[config.mk]
export PLATFORM = sky130hd
export DESIGN_NAME = prio_encoder_hs
export DESIGN_NICKNAME = d
export VERILOG_FILES = /design/src/rtl/prio_enc_pkg.sv /design/src/rtl/prio_select.sv /design/src/rtl/prio_encoder_hs.sv
export SDC_FILE = /design/constraint.sdc
export NUM_CORES = 1
export LEC_CHECK = 0
export CORE_ASPECT_RATIO = 0.6
export CORE_MARGIN = 1.5
export CORE_UTILIZATION = 50
export DETAILED_ROUTE_END_ITERATION = 8
export HOLD_SLACK_MARGIN = 0.02
export PLACE_DENSITY_LB_ADDON = 0.25
export SLEW_MARGIN = 10
export SYNTH_ARGS = -nofsm -noshare
export SYNTH_HDL_FRONTEND = slang
export SYNTH_HIERARCHICAL = 1
export SYNTH_SLANG_ARGS = --single-unit
[constraint.sdc]
create_clock -name clk -period 2.45 [get_ports clk]
set_input_delay 0.245 -clock clk [delete_from_list [all_inputs] [get_ports clk]]
set_output_delay 0.245 -clock clk [all_outputs]
set_load 0.1 [all_outputs]
[src/rtl/prio_enc_pkg.sv]
// rtl/prio_enc_pkg.sv - shared types and helpers for the handshake priority encoder
package prio_enc_pkg;

    typedef enum logic {
        IDLE  = 1'b0,
        OFFER = 1'b1
    } state_t;

    // Widest supported request vector; callers cast the mask down to N bits.
    localparam int MAX_N = 32;

    function automatic logic [MAX_N-1:0] onehot_of(input logic [4:0] code);
        return {{(MAX_N-1){1'b0}}, 1'b1} << code;
    endfunction

endpackage

[src/rtl/prio_select.sv]
// rtl/prio_select.sv - combinational highest-index select relative to a base pointer
//
// Ports:
//   i_pending  N-bit request vector
//   i_base     rotation base; bit (i_base-1) mod N has highest priority,
//              bit i_base lowest. A base of 0 gives plain highest-index priority.
//   o_code     index of the selected bit (0 when nothing is set)
//   o_any_set  at least one bit of i_pending is set
module prio_select #(
    parameter  int N = 8,
    localparam int W = $clog2(N)
) (
    input  logic [N-1:0] i_pending,
    input  logic [W-1:0] i_base,
    output logic [W-1:0] o_code,
    output logic         o_any_set
);

    logic [W-1:0] w_rot_idx;

    // Scan the vector in rotated order: position j looks at pending[(j+base) mod N].
    // Later positions overwrite earlier ones, so the highest rotated position wins.
    // W-bit addition wraps naturally because N is a power of two.
    always_comb begin
        w_rot_idx = '0;
        o_any_set = 1'b0;
        for (int j = 0; j < N; j++) begin
            if (i_pending[W'(j) + i_base]) begin
                w_rot_idx = W'(j);
                o_any_set = 1'b1;
            end
        end
    end

    assign o_code = w_rot_idx + i_base;

endmodule

[src/rtl/prio_encoder_hs.sv]
// rtl/prio_encoder_hs.sv - registered N-to-log2(N) priority encoder with valid/ready output
//
// Ports:
//   clk        rising-edge clock
//   rst_n      asynchronous active-low reset
//   req        request lines; a high bit at an edge sets the sticky pending bit
//   out_ready  consumer accepts the offered code
//   out_valid  out_code is valid and held stable
//   out_code   index of the granted request
//   pending    sticky pending register
//
// Build option: define PRIO_ENCODER_HS_ROUND_ROBIN_EN for round-robin selection
// (grant the highest pending index strictly below the last granted index, wrapping).
// Otherwise the highest pending index always wins.
module prio_encoder_hs
    import prio_enc_pkg::*;
#(
    parameter  int N = 8,
    localparam int W = $clog2(N)
) (
    input  logic         clk,
    input  logic         rst_n,
    input  logic [N-1:0] req,
    input  logic         out_ready,
    output logic         out_valid,
    output logic [W-1:0] out_code,
    output logic [N-1:0] pending
);

    state_t       r_state;
    state_t       w_state_next;
    logic [W-1:0] r_code;
    logic [W-1:0] w_code_next;
    logic [N-1:0] r_pending;
    logic [N-1:0] w_pending_next;
    logic [N-1:0] w_clr_mask;
    logic         w_accept;
    logic [W-1:0] w_base;
    logic [W-1:0] w_sel_code;
    logic         w_any_set;

`ifdef PRIO_ENCODER_HS_ROUND_ROBIN_EN
    logic [W-1:0] r_rr_ptr;
    logic [W-1:0] w_rr_next;
    assign w_base = r_rr_ptr;
`else
    assign w_base = '0;
`endif

    prio_select #(.N(N)) u_select (
        .i_pending (r_pending),
        .i_base    (w_base),
        .o_code    (w_sel_code),
        .o_any_set (w_any_set)
    );

    assign w_accept   = (r_state == OFFER) && out_ready;
    assign w_clr_mask = w_accept ? N'(onehot_of(5'(r_code))) : '0;
    // OR-ing req after the clear lets a same-edge request re-arm the granted bit.
    assign w_pending_next = (r_pending & ~w_clr_mask) | req;

    always_comb begin
        w_state_next = r_state;
        w_code_next  = r_code;
`ifdef PRIO_ENCODER_HS_ROUND_ROBIN_EN
        w_rr_next    = r_rr_ptr;
`endif
        case (r_state)
            IDLE: begin
                if (w_any_set) begin
                    w_state_next = OFFER;
                    w_code_next  = w_sel_code;
                end
            end
            OFFER: begin
                // Code is frozen while offered; newer requests wait for the next IDLE.
                if (out_ready) begin
                    w_state_next = IDLE;
`ifdef PRIO_ENCODER_HS_ROUND_ROBIN_EN
                    w_rr_next    = r_code;
`endif
                end
            end
            default: w_state_next = IDLE;
        endcase
    end

    always_ff @(posedge clk or negedge rst_n) begin
        if (!rst_n) begin
            r_state   <= IDLE;
            r_code    <= '0;
            r_pending <= '0;
`ifdef PRIO_ENCODER_HS_ROUND_ROBIN_EN
            r_rr_ptr  <= '0;
`endif
        end else begin
            r_state   <= w_state_next;
            r_code    <= w_code_next;
            r_pending <= w_pending_next;
`ifdef PRIO_ENCODER_HS_ROUND_ROBIN_EN
            r_rr_ptr  <= w_rr_next;
`endif
        end
    end

    assign out_valid = (r_state == OFFER);
    assign out_code  = r_code;
    assign pending   = r_pending;

endmodule

Word level (Yosys, flattened, before mapping)
Index checks and enable logic that the tools add are counted.
- register bits: 12
- latch bits: 0
- RAM bits: 0
- bits in read-only memories: 0
- input port bits: 11
- output and inout bits: 12
- logic and storage cells: 29
- memories kept: 0
- $add $sub $neg: 0
- multipliers: 0
- divide/modulo/power cells: 0
- $lt $le $gt $ge: 0
- eq/ne operators: 0
- shifts and indexed selects: 1
- multiplexer cells: 19
- bitwise gates (word level): 4
- reduce and logical (&&, ||, !) cells: 2
- operators with widths (cell ; number):
    2-to-1 mux 3 bit ; 4
    2-to-1 mux 1 bit ; 11
    bitwise AND 8 bit ; 1
    2-to-1 mux 8 bit ; 1
    inverter 8 bit ; 1
    bitwise OR 8 bit ; 1
    << shifter 1 x 3 -> 8 bit (first input constant) ; 1
    2-to-1 mux 2 bit ; 2
    case mux 1 bit (2 select lines) ; 1
    AND reduction 2 bit ; 1
    logical AND 1 bit ; 1
    inverter 1 bit ; 1

Longest topological paths before layout
- depth in word-level cells: 10
- mapped depth: 13
- mapped depth without buffers: 12

By module
Netlist, hierarchy kept.
- by module, submodules not included (module ; instances ; cells each ; area an instance (µm²)):
    prio_select ; 1 ; 55 ; 568.0
    prio_encoder_hs ; 1 ; 47 ; 530.5

Least setup slack after synthesis
Ideal clock, no wire load.
- path type: register -> register
- from: register r_pending[5], in the netlist pending[5]
- to: register r_code[1], in the netlist out_code[1]
- data arrival time: 2.578 ns
- required time: 2.386 ns
- path slack: -0.192 ns
- cell stages (with the launch flop): 9
- cell sequence: dfrtp_1 mux4_2 nor2b_1 a211oi_2 mux2_2 a21oi_1 fa_1 inv_1 mux2_4
- RTL lines (what ; line ; RTL):
    start, declared ; prio_encoder_hs.sv:34 ; logic [N-1:0] r_pending;
    start signal, assigned ; prio_encoder_hs.sv:99 ; r_pending <= w_pending_next;
    2-to-1 mux 3 bit (3 in series) ; prio_select.sv:28 ; if (i_pending[W'(j) + i_base]) begin
    named net w_sel_code[1] ; prio_encoder_hs.sv:39 ; logic [W-1:0] w_sel_code;
    end signal, assigned ; prio_encoder_hs.sv:98 ; r_code <= w_code_next;
    end, declared ; prio_encoder_hs.sv:32 ; logic [W-1:0] r_code;
The timed path passes the listed nets, and every way through them passes these cells.
A chain may end at the register's enable or synchronous reset.

Worst setup path after layout
Same ends and word-level chain as after synthesis.

==> summary.md <==
| Metric | Value |
|---|---|
| Top post-synthesis cells by area | dfrtp_1, mux4_2, mux4_1 |
| Remaining DRCs | 0 |
| CTS Buf Count | 3 |
| CTS clock-pin slew for the worst setup and hold paths | 0.08 ns |
| Fmax | 436 MHz |
| Syn_area_per_cell | 10.8 um^2 |
| Hold_buf cts | 0 |
| Slew Viols, Final | 0 |
| Post-Synth Adder-Cell Area | 0.0524 |
| Proportion of synthesized area in mux cells | 0.286 |
| CP Data Required Time | 2.67 ns |
| Hold crit path type | in2async |
| Largest family of logic cells by synthesized area | multiplexers |
| Overall die height | 39.3 um |
| CP Launch Type | register |
| Post-DR vias/cell | 5.60 |
| Final Cell Area | 1370 um^2 |
| Post-synth EDFFs | 0 |
| Final net count | 148 |
| Status | finished, final reports clean |
| Post-synth top cells | dfrtp_1, nor2_1, inv_1 |
| DRT antenna net count | 0 |
| Clock sink total | 12 |
| Share of layout cells above drive strength 1 | 0.295 |
| Sequential area share after synthesis | 0.273 |
| Port Buffers | 22 |
| Yosys top cell area share | 0.273 |
| Wire per inst | 15.3 um |
| Die W | 63.5 um |
| Max Cap Viol | 0 |
| Yosys top cell by area | dfrtp_1 |
| Endpoint class of the critical path | register |
| Final wirelength | 2.45 mm |
| Final hold vios | 0 |
| DR vias | 896 |
| Xor/xnor share of the synthesized area | 0.0319 |
| Post-DP Area | 1330 um^2 |
| Pin count of the biggest net entering global routing | 13 |
| Crit path arrival time | 2.51 ns |
| Grt ovf | 0 |
| Synth cell types | 38 |
| Post-synthesis simple-gate area fraction | 0.178 |
| Final Cycle Share | 0.937 |
| Clk_lat worst skew | 0.28 ns |
| Setup CP Type | reg2reg |
| Rel. slew slack | 0.619 |
| Post-synthesis compound-gate area fraction | 0.114 |
| GRT Total Usage | 0.230 |
| Yosys warning total | 6 |
| Initial Util | 0.563 |
| Synth Register Bits | 12 |
| Leakage | 0.537 nW |
| P&R area growth vs syn | 25.1% |
| Syn Std Cell Area | 1100 um^2 |
| Detailed Routing Iterations Pass 1 | 4 |
| Vias in the first global route | 835 |
| Initial antenna violation count | 0 |
| RSZ-0062 raised after global routing | no |
| Most frequent cell after synthesis | dfrtp_1 |
| TritonCTS clock tree | done |
| Setup Viol. Count Final | 0 |
| Synth Instances | 102 |
| Gpl congestion | 0.867 |
| Async SR Flop Fraction | 1.00 |
| Critical-path maximum fanout | 3 |
| Bufs on Longest Clock Path | 2 |
| H-tree depth | 1 |
| Root Buffer | clkbuf_4 |
| PwrDens | 944 nW/um^2 |
| Post-DP HPWL | 1.93 mm |
| Fin crit period | 2.30 ns |
| Slew @ Worst Pin | 0.569 ns |
| Core box area | 1950 um^2 |
| Iter 0 DRT Violations | 38 |
| VDD IR max | 0.518 mV |
| Setup TNS Final | 0 ns |
| R2R depth | 8 |
| Die ar. | 2500 um^2 |
| Ys flop type | dfrtp_1 |
| # IOs | 23 |
| Filler cells | 156 |
| First-pass GRT wire length | 4.16 mm |
| Clock Skew | 0.00280 ns |
| # rows | 12 |
| # diodes | 0 |
worst max-delay path, stage by stage, from the launching register on:
cell and delay [ns]:
dfrtp_2 0.41, mux4_2 0.46, nor2b_1 0.15, a211oi_2 0.30, mux2_4 0.21, a21oi_1 0.08
fa_1 0.45, inv_1 0.07, mux2_4 0.13
repair_timing:
action | CTS | global route
gates resized for setup | 0 | 1
endpoints found under the setup margin | 0 | 1
setup buffers | 0 | 2
final cells by class:
class	count	area, um^2	share of cell area
flip-flops and latches	12	305	0.222
multi-input cells	81	753	0.548
repair buffers	26	220	0.160
well taps	28	35.0	0.0255
clock buffers	4	26.3	0.0191
inverters	9	33.8	0.0246
cells in the final DEF, fill, tap and decap left out, types with 5 or more instances in the layout:
cell type,count
a21oi_1,7
inv_1,9
dfrtp_1,8
conb_1,6
clkdlybuf4s50_1,10
nor3b_1,8
mux4_2,5
buf_4,16
nor2_1,11
kinds of logic after synthesis:
group / Yosys count
muxes: 17
buffers and inverters: 14
DFF: 12
adders and majority gates: 4
AOI/OAI and AO/OA: 18
other: 1
xor gates and xnor gates: 4
and+or+nand+nor: 32
registers in the layout, summed over array words and instances (netlist names):
| register | cells |
|---|---|
| out_valid | 1 |
| out_code | 3 |
| pending | 8 |
path summary, 6_finish.rpt:
| kind | from | to | slack, ns |
|---|---|---|---|
| max in group asynchronous | rst_n | pending[2] | 1.72 |
| worst max-delay path | pending[5] | out_code[1] | 0.15 |
| worst min-delay path | rst_n | pending[7] | 0.33 |
| min in group clk | req[4] | pending[4] | 0.55 |
| worst min register to register | out_code[2] | out_code[2] | 0.57 |
| worst max register to register | pending[5] | out_code[1] | 0.15 |
routing by layer:
metal  track usage  vias to the layer above  wire length, um
met3        0.0747                        0              162
met2         0.384                       28             1110
met5             0                        -                0
li1              -                      434                -
met1         0.311                      434             1180
met4        0.0163                        0                0
power by group:
| group | total, mW | internal [mW] | switching [mW] | leakage, nW |
|---|---|---|---|---|
| registers | 0.349 | 0.252 | 0.0976 | 0.117 |
| logic | 0.814 | 0.263 | 0.551 | 0.406 |
| clock network | 0.134 | 0.0631 | 0.0707 | 0.0150 |
stage by stage:
step | worst slack, ns | hold WS (ns) | std cells | power (mW) | utilization
after floorplan | 0.0312 | -0.0506 | 107 | 0.984 | -
after global placement | 0.198 | 0.546 | 154 | 1.14 | 0.681
after detailed placement | 0.119 | 0.555 | 154 | 1.15 | 0.681
after CTS | 0.0935 | 0.345 | 158 | 1.28 | 0.694
after global routing | 0.0448 | 0.381 | 160 | 1.35 | 0.704
final | 0.154 | 0.330 | 160 | 1.30 | 0.704
Note: power is estimated with default switching activity, not from simulation.
